===== src/rtl/ring_buffer_param_if.sv =====
// rtl/ring_buffer_param_if.sv - producer/consumer bundle for the parametrised ring buffer
interface ring_buffer_param_if #(
  parameter int DATA_W = 8,
  parameter int DEPTH  = 16,
  parameter int CNT_W  = 8
);
  localparam int ADDR_W = $clog2(DEPTH);

  logic              wr_en;
  logic [DATA_W-1:0] wr_data;
  logic              rd_en;
  logic              overwrite;
  logic              clr_flags;
  logic [DATA_W-1:0] rd_data;
  logic              rd_valid;
  logic              full;
  logic              empty;
  logic [ADDR_W:0]   level;
  logic              overflow;
  logic              underflow;
  logic [CNT_W-1:0]  wr_count;

  // Datapath side: drives requests, observes data and status.
  modport master (
    output wr_en, wr_data, rd_en, overwrite, clr_flags,
    input  rd_data, rd_valid, full, empty, level, overflow, underflow, wr_count
  );

  // Buffer side.
  modport slave (
    input  wr_en, wr_data, rd_en, overwrite, clr_flags,
    output rd_data, rd_valid, full, empty, level, overflow, underflow, wr_count
  );
endinterface


===== src/rtl/ring_buffer_param.sv =====
// rtl/ring_buffer_param.sv - register-array circular buffer with overwrite mode and sticky flags
module ring_buffer_param #(
  parameter int DATA_W = 8,
  parameter int DEPTH  = 16,
  parameter int ADDR_W = $clog2(DEPTH),
  parameter int CNT_W  = 8
) (
  input logic                clk,
  input logic                rst,
  ring_buffer_param_if.slave bus
);

  localparam logic [ADDR_W:0]   FULL_LEVEL = (ADDR_W+1)'(DEPTH);
  localparam logic [ADDR_W-1:0] PTR_ONE    = ADDR_W'(1);
  localparam logic [ADDR_W:0]   LVL_ONE    = (ADDR_W+1)'(1);
  localparam logic [CNT_W-1:0]  CNT_ONE    = CNT_W'(1);

  logic [DATA_W-1:0] mem [DEPTH];
  logic [ADDR_W-1:0] wr_ptr;
  logic [ADDR_W-1:0] rd_ptr;
  logic [ADDR_W:0]   level;
  logic [DATA_W-1:0] rd_data;
  logic              rd_valid;
  logic              overflow;
  logic              underflow;
  logic [CNT_W-1:0]  wr_count;

  logic full;
  logic empty;
  logic rd_acc;
  logic rd_miss;
  logic wr_acc;
  logic wr_evict;
  logic wr_drop;

  assign full  = (level == FULL_LEVEL);
  assign empty = (level == '0);

  // Classify this cycle's requests; a read frees a slot, so it lets a write into a full buffer.
  always_comb begin
    rd_acc   = 1'b0;
    rd_miss  = 1'b0;
    wr_acc   = 1'b0;
    wr_evict = 1'b0;
    wr_drop  = 1'b0;
    rd_acc   = bus.rd_en && !empty;
    rd_miss  = bus.rd_en && empty;
    wr_acc   = bus.wr_en && (!full || rd_acc || bus.overwrite);
    wr_evict = bus.wr_en && full && bus.overwrite && !rd_acc;
    wr_drop  = bus.wr_en && full && !bus.overwrite && !rd_acc;
  end

  // Storage array; contents survive reset, only the pointers forget them.
  always_ff @(posedge clk) begin
    if (rst && wr_acc) begin
      mem[wr_ptr] <= bus.wr_data;
    end
  end

  // Pointers and occupancy; an eviction moves rd_ptr along with wr_ptr and leaves level at DEPTH.
  always_ff @(posedge clk) begin
    if (!rst) begin
      wr_ptr <= '0;
      rd_ptr <= '0;
      level  <= '0;
    end else begin
      if (wr_acc) begin
        wr_ptr <= wr_ptr + PTR_ONE;
      end
      if (rd_acc || wr_evict) begin
        rd_ptr <= rd_ptr + PTR_ONE;
      end
      if (wr_acc && !rd_acc && !wr_evict) begin
        level <= level + LVL_ONE;
      end else if (rd_acc && !wr_acc) begin
        level <= level - LVL_ONE;
      end
    end
  end

  // Registered read port; rd_data holds until the next accepted read.
  always_ff @(posedge clk) begin
    if (!rst) begin
      rd_data  <= '0;
      rd_valid <= 1'b0;
    end else begin
      rd_valid <= rd_acc;
      if (rd_acc) begin
        rd_data <= mem[rd_ptr];
      end
    end
  end

  // Sticky error flags; a setting event in the same cycle beats clr_flags.
  always_ff @(posedge clk) begin
    if (!rst) begin
      overflow  <= 1'b0;
      underflow <= 1'b0;
    end else begin
      overflow  <= (overflow && !bus.clr_flags) || wr_drop || wr_evict;
      underflow <= (underflow && !bus.clr_flags) || rd_miss;
    end
  end

  // Accepted-write counter, free-running modulo 2^CNT_W.
  always_ff @(posedge clk) begin
    if (!rst) begin
      wr_count <= '0;
    end else if (wr_acc) begin
      wr_count <= wr_count + CNT_ONE;
    end
  end

  assign bus.rd_data   = rd_data;
  assign bus.rd_valid  = rd_valid;
  assign bus.full      = full;
  assign bus.empty     = empty;
  assign bus.level     = level;
  assign bus.overflow  = overflow;
  assign bus.underflow = underflow;
  assign bus.wr_count  = wr_count;

endmodule

===== src/flat_wrapper.sv =====
// flat-port wrapper written by rule: the top's interface ports become plain ports
module ring_buffer_param_flat 
#(
  parameter int DATA_W = 8,
  parameter int DEPTH  = 16,
  parameter int ADDR_W = $clog2(DEPTH),
  parameter int CNT_W  = 8
)
  (clk, rst, bus_wr_en, bus_wr_data, bus_rd_en, bus_overwrite, bus_clr_flags, bus_rd_data, bus_rd_valid, bus_full, bus_empty, bus_level, bus_overflow, bus_underflow, bus_wr_count);
  ring_buffer_param_if #(.DATA_W(DATA_W), .DEPTH(DEPTH), .CNT_W(CNT_W)) bus_i ();
  input logic clk;
  input logic rst;
  input wire logic [$bits(bus_i.wr_en)-1:0] bus_wr_en;
  input wire logic [$bits(bus_i.wr_data)-1:0] bus_wr_data;
  input wire logic [$bits(bus_i.rd_en)-1:0] bus_rd_en;
  input wire logic [$bits(bus_i.overwrite)-1:0] bus_overwrite;
  input wire logic [$bits(bus_i.clr_flags)-1:0] bus_clr_flags;
  output wire logic [$bits(bus_i.rd_data)-1:0] bus_rd_data;
  output wire logic [$bits(bus_i.rd_valid)-1:0] bus_rd_valid;
  output wire logic [$bits(bus_i.full)-1:0] bus_full;
  output wire logic [$bits(bus_i.empty)-1:0] bus_empty;
  output wire logic [$bits(bus_i.level)-1:0] bus_level;
  output wire logic [$bits(bus_i.overflow)-1:0] bus_overflow;
  output wire logic [$bits(bus_i.underflow)-1:0] bus_underflow;
  output wire logic [$bits(bus_i.wr_count)-1:0] bus_wr_count;
  assign bus_i.wr_en = bus_wr_en;
  assign bus_i.wr_data = bus_wr_data;
  assign bus_i.rd_en = bus_rd_en;
  assign bus_i.overwrite = bus_overwrite;
  assign bus_i.clr_flags = bus_clr_flags;
  assign bus_rd_data = bus_i.rd_data;
  assign bus_rd_valid = bus_i.rd_valid;
  assign bus_full = bus_i.full;
  assign bus_empty = bus_i.empty;
  assign bus_level = bus_i.level;
  assign bus_overflow = bus_i.overflow;
  assign bus_underflow = bus_i.underflow;
  assign bus_wr_count = bus_i.wr_count;
  ring_buffer_param #(.DATA_W(DATA_W), .DEPTH(DEPTH), .ADDR_W(ADDR_W), .CNT_W(CNT_W)) u_core (.clk(clk), .rst(rst), .bus(bus_i));
endmodule

===== config.mk =====
export PLATFORM = sky130hd
export DESIGN_NAME = ring_buffer_param_flat
export DESIGN_NICKNAME = d
export VERILOG_FILES = /design/src/rtl/ring_buffer_param_if.sv /design/src/rtl/ring_buffer_param.sv /design/src/flat_wrapper.sv
export SDC_FILE = /design/constraint.sdc
export NUM_CORES = 1
export LEC_CHECK = 0
export CAP_MARGIN = 20
export CORE_MARGIN = 5
export CORE_UTILIZATION = 35
export CTS_CLUSTER_DIAMETER = 120
export DETAILED_ROUTE_END_ITERATION = 8
export GPL_TIMING_DRIVEN = 0
export PLACE_DENSITY_LB_ADDON = 0.2
export SLEW_MARGIN = 5
export SYNTH_ARGS = -nofsm -noshare
export SYNTH_HDL_FRONTEND = slang
export SYNTH_SLANG_ARGS = --single-unit

===== constraint.sdc =====
create_clock -name clk -period 3.5 [get_ports clk]
set_input_delay 0.525 -clock clk [delete_from_list [all_inputs] [get_ports clk]]
set_output_delay 0.525 -clock clk [all_outputs]
set_load 0.005 [all_outputs]

== After elaboration in Yosys (flattened, before gate mapping) ==
Memories as Yosys holds them, arrays and structs flattened. A register that Yosys moved wholly into a read port is not among the register bits.
Index checks and enable logic that the tools add are counted.

* Register bits after elaboration: 24
* Memory bits (writable): 128
* Output and inout bits: 26
* Logic and storage cells: 48
* Memories: 1

* $add $sub $neg: 5
* Eq/ne operators: 1
* Muxes and demuxes: 4
* Reduce and logical (&&, ||, !) cells: 30

{| class="wikitable"
|+ Memory list
! memory !! words !! width !! rd ports !! clocked after Yosys merged registers in !! wr ports !! RTL line !! text
|-
| u_core.mem || 16 || 8 || 1 || 1 || 1 || ring_buffer_param.sv:18 || <nowiki>logic [DATA_W-1:0] mem [DEPTH];</nowiki>
|}

{| class="wikitable"
|+ Operator list
! kind !! count
|-
| $logic_and 1x1->1 || 14
|-
| $mux 5 || 2
|-
| $add 4x1->4 const B || 2
|-
| $add 8x1->8 const B || 1
|-
| $logic_not 1->1 || 8
|-
| $logic_or 1x1->1 || 6
|-
| $add 5x1->5 const B || 1
|-
| $eq 5x5->1 const B || 1
|-
| $logic_not 5->1 || 1
|-
| $sub 5x1->5 const B || 1
|-
| $mux 1 || 2
|-
| $reduce_bool 2->1 || 1
|}

== Logic depth before layout (Yosys ltp) ==
* Word-level depth: 10
* Gate-level depth with buffers: 9
* Gate-level depth less buffers: 8

== Worst setup path after synthesis ==
Ideal clock, no wire load.

* Path type: input port to flip-flop
* From: input bus_rd_en
* To: memory u_core.mem[10][0], enable pin
* Library setup time: 398 ps
* Data arrival time: 2332 ps
* Required time: 3102 ps
* Path slack: 770 ps
* Cell stages on the path: 6
* Cell sequence: buf_2 -> nor2_1 -> a31o_2 -> buf_2 -> buf_2 -> nor4b_1

* Cells in the longest elaborated chain, start to end: 7

{| class="wikitable"
|+ RTL lines
! what !! RTL line !! text
|-
| start: declaration || flat_wrapper.sv:15 || <nowiki>input wire logic [$bits(bus_i.rd_en)-1:0] bus_rd_en;</nowiki>
|-
| $logic_and 1x1->1 || ring_buffer_param.sv:46 || <nowiki>rd_acc = bus.rd_en && !empty;</nowiki>
|-
| $logic_or 1x1->1 (2 in series) || ring_buffer_param.sv:48 || <nowiki>wr_acc = bus.wr_en && (!full || rd_acc || bus.overwrite);</nowiki>
|-
| $logic_and 1x1->1 || ring_buffer_param.sv:48 ||
|-
| $logic_and 1x1->1 || ring_buffer_param.sv:55 || <nowiki>if (rst && wr_acc) begin</nowiki>
|-
| $mux 1 || ring_buffer_param.sv:55 ||
|-
| $mux 1 (not written as such) || ring_buffer_param.sv:56 || <nowiki>mem[wr_ptr] <= bus.wr_data;</nowiki>
|-
| end: declaration || ring_buffer_param.sv:18 ||
|}

No other way between the ends.

== Final worst setup path ==
* From: register u_core.level[0] (netlist: u_core.bus.level[0])
* To: output bus_empty

* Cells in the longest elaborated chain, start to end: 1

{| class="wikitable"
|+ RTL lines
! what !! RTL line !! text
|-
| start: declaration || ring_buffer_param.sv:21 || <nowiki>logic [ADDR_W:0] level;</nowiki>
|-
| start signal: assignment || ring_buffer_param.sv:74 || <nowiki>level <= level + LVL_ONE;</nowiki>
|-
| start signal: assignment || ring_buffer_param.sv:76 || <nowiki>level <= level - LVL_ONE;</nowiki>
|-
| $logic_not 5->1 || ring_buffer_param.sv:37 || <nowiki>assign empty = (level == '0);</nowiki>
|-
| end: declaration || flat_wrapper.sv:21 || <nowiki>output wire logic [$bits(bus_i.empty)-1:0] bus_empty;</nowiki>
|}

No other way between the ends.

==> metrics.txt <==
Worst EP required=a little under 3000 ps; Routed WL=14300 µm; Hold WS=475 ps; # rows=50; Worst Clk Skew=~8.3 ps; largest net degree at the start of global routing=17; Clock Sinks=160; Ant. Diodes=0; Final Hold Viols=0; 1st-iter DRT viols=247; RR Startpoint=u_core.bus.level[0]; critical setup path kind=flop to output pin; Pleak=2.50 nW; Hold WC Path Type=flop to flop; Slew Viols, Final=0; Filler cells=1660; Post-DRT Antenna Nets=0; Syn Nets=423; Critical path origin=u_core.bus.level[0]; final setup fails=0; via count=around 3700; Starting Density=a little over a third; GRT Residual Overflow=0; Max stage delay on crit path=580 ps; Buf/Inv on CP=2; clock share of power=34.0%; WL/cell=20.2 µm; prevailing post-synth register cell=edfxtp_1; arrival time of the worst setup path=2440 ps; Post-synth EDFFs=roughly 130; placed cells=679; Switching Share=around 28%; initial antenna violation count=0; Worst-Margin Slew=1010 ps; area leader, netlist=edfxtp_1; post-synthesis sequential area ratio=67.5%; Synth async-reset ratio=0%; Warnings, synthesis=0; TritonCTS Buffers=17; DP HPWL=approximately 10000 µm; Pint=3.71 mW; unrepaired setup endpoints after global routing=false; Initial DRT Pass Iterations=5; Crit path max-delay family=simple AND/OR/NAND/NOR gates; Critical Path Fanout Max=9; die area=0.0218 mm²; Vias/cell=5.26; Routability Congestion=between 0.7 and 0.8; total track usage=13.9%; H-tree levels=4; Cells after Synth=~400; Post-CTS Repair Setup Buffers=0; post-synth cell types=53; PwrDens=between 600 and 700 mW/mm²; top-area cell type share of the netlist area=57.8%; die width=148 µm; post-route DRC violation count=0; global-route wire length before repair=22300 µm; hold_buf cts=0; Die Height=148 µm; Post-Syn Area=about 0.0066 mm²; Startpoint Class=flop; Core Region=0.0187 mm²; Peak Freq=approximately 340 MHz; crit-path cells=or4_1, buf_6, nor2_2, clkdlybuf4s50_1; hold_sp=u_core.bus.overflow; max_cap viols=0; Comb power frac=22.7%; Final min period=2960 ps; clk_lat worst skew=420 ps; area delta synth->final=20.2%; sequential power share=43.3%; IO Pins=40; PortBufs=38; sw power=1.46 mW; TritonCTS clock tree=done; Slew headroom=roughly 33%; Yosys reg bits=160; layout cells sized above 1=22.9%; Max VDD drop=0.320 mV; Root Buffer=clkbuf_16; Clock Tree Buf Depth=2; fin crit share=84.7%; status=finished clean; post-route cell area=0.00799 mm²; Syn Area/Cell=16.7 µm²; CTS resizes=0; Setup crit end kind=output pin; placed cell areas=0.00743 mm²; largest cells by area after synthesis=edfxtp_1 (58%), mux4_2 (11%), dfxtp_1 (9.6%), mux2i_1 (2.7%), o221ai_2 (1.8%); non-filler instance count after layout=about 700; nets@finish=~500; clock transition at the registers of the reported paths=60 ps; number of global-route vias before repair=3827; slowest CP cell=or4_1
[cell families (layout without fill, tap and decap cells)]
group                      after synthesis  count (layout)  synth area share, %
DFF                                    160             160                 67.5
and+or+nand+nor                         85              85                 7.19
AOI/OAI and AO/OA                       56              56                 6.74
muxes                                   50              50                 13.6
buffers and inverters                   35             113                 2.67
adders and majority gates               10              10                 2.00
xor gates and xnor gates                 3               3                0.395
[path summary, 6_finish.rpt]
path	to	slack, ps	depth (start not counted)
hold / removal	u_core.bus.overflow	470	2
setup / recovery	bus_empty	540	4
hold reg to reg	u_core.bus.overflow	470	2
setup reg to reg	u_core.mem[7][1]	790	4
[final cells by class]
type                            instances  area (µm²)  share of cell area [%]
Sequential cell                       160        4480                    56.1
Multi-Input combinational cell        204        2040                    25.5
Timing Repair Buffer                   46         440                    5.51
Clock buffer                           18         429                    5.37
Tap cell                              234         293                    3.66
Buffer                                 25         138                    1.72
Clock inverter                         14         131                    1.64
Inverter                               10        40.0                   0.501
[cells in the final DEF, fill, tap and decap left out, types with 3 or more instances in the layout]
cell,Yosys,final
dfxtp_1,32,32
or4_1,5,5
a21oi_1,18,18
nand3_1,17,17
mux4_2,32,32
nor3_1,6,6
inv_1,9,9
nor2_1,14,14
o21ai_0,8,8
nor4b_2,0,4
o31ai_1,5,5
nor4_2,0,4
buf_2,8,8
clkbuf_1,12,13
o221ai_2,8,8
mux2i_1,18,18
nand2_1,13,13
clkinvlp_4,0,4
edfxtp_1,128,128
clkbuf_16,0,17
or3_1,7,7
clkdlybuf4s50_1,0,38
buf_4,0,8
inv_6,0,3
ha_1,9,9
[metrics by stage]
| step | power (mW) | utilization [%] | worst slack (ps) | setup TNS, ps |
|---|---|---|---|---|
| floorplan | 3.04 | - | 770 | 0 |
| global placement | 3.43 | 39.1 | -545 | -32780 |
| detailed placement | 3.47 | 39.7 | 234 | 0 |
| CTS | 5.23 | 42.7 | 524 | 0 |
| global route | 5.40 | 42.7 | 449 | 0 |
| finish | 5.17 | 42.7 | 536 | 0 |
[power groups by stage]
| stage | Clock, mW | Combinational, mW | Sequential (mW) |
|---|---|---|---|
| 2_1_floorplan | 0 | 0.784 | 2.26 |
| 3_3_place_gp | 0 | 1.16 | 2.28 |
| 3_5_place_dp | 0 | 1.19 | 2.28 |
| 4_1_cts | 1.80 | 1.19 | 2.24 |
| 5_1_grt | 1.87 | 1.29 | 2.25 |
| 6_report | 1.76 | 1.18 | 2.24 |
[cell usage after synthesis (4+ instances only)]
cell type	instances
nor4b_1	4
nand2_1	13
o31ai_1	5
mux2i_1	18
o221ai_2	8
clkbuf_1	12
nor2_1	14
nand3_1	17
mux4_2	32
nor4_1	5
or4_1	5
ha_1	9
nor3_1	6
o21ai_0	8
inv_1	9
edfxtp_1	128
a21oi_1	18
or3_1	7
dfxtp_1	32
buf_2	8
[flip-flops by register name, indices dropped and copies added (netlist names)]
register,flops
u_core.mem,128
u_core.bus.rd_data,8
u_core.bus.wr_count,8
u_core.bus.level,5
u_core.rd_ptr,4
u_core.wr_ptr,4
u_core.bus.overflow,1
u_core.bus.rd_valid,1
u_core.bus.underflow,1
[tightest hold or removal path, stage by stage, from the launching register on]
cell	delay [ps]
dfxtp_1	310
nand2b_1	60
a21oi_1	60
[routing by layer]
layer / track usage [%] / share of wire [%] / vias up
met2: 22.4 / 50 / 57
met3: 3.25 / 2.6 / 13
met1: 18.3 / 46 / 1934
met5: 0 / 0 / -
li1: - / - / 1739
met4: 5.27 / 1.5 / 0
Power figures use the tool's default switching activity.
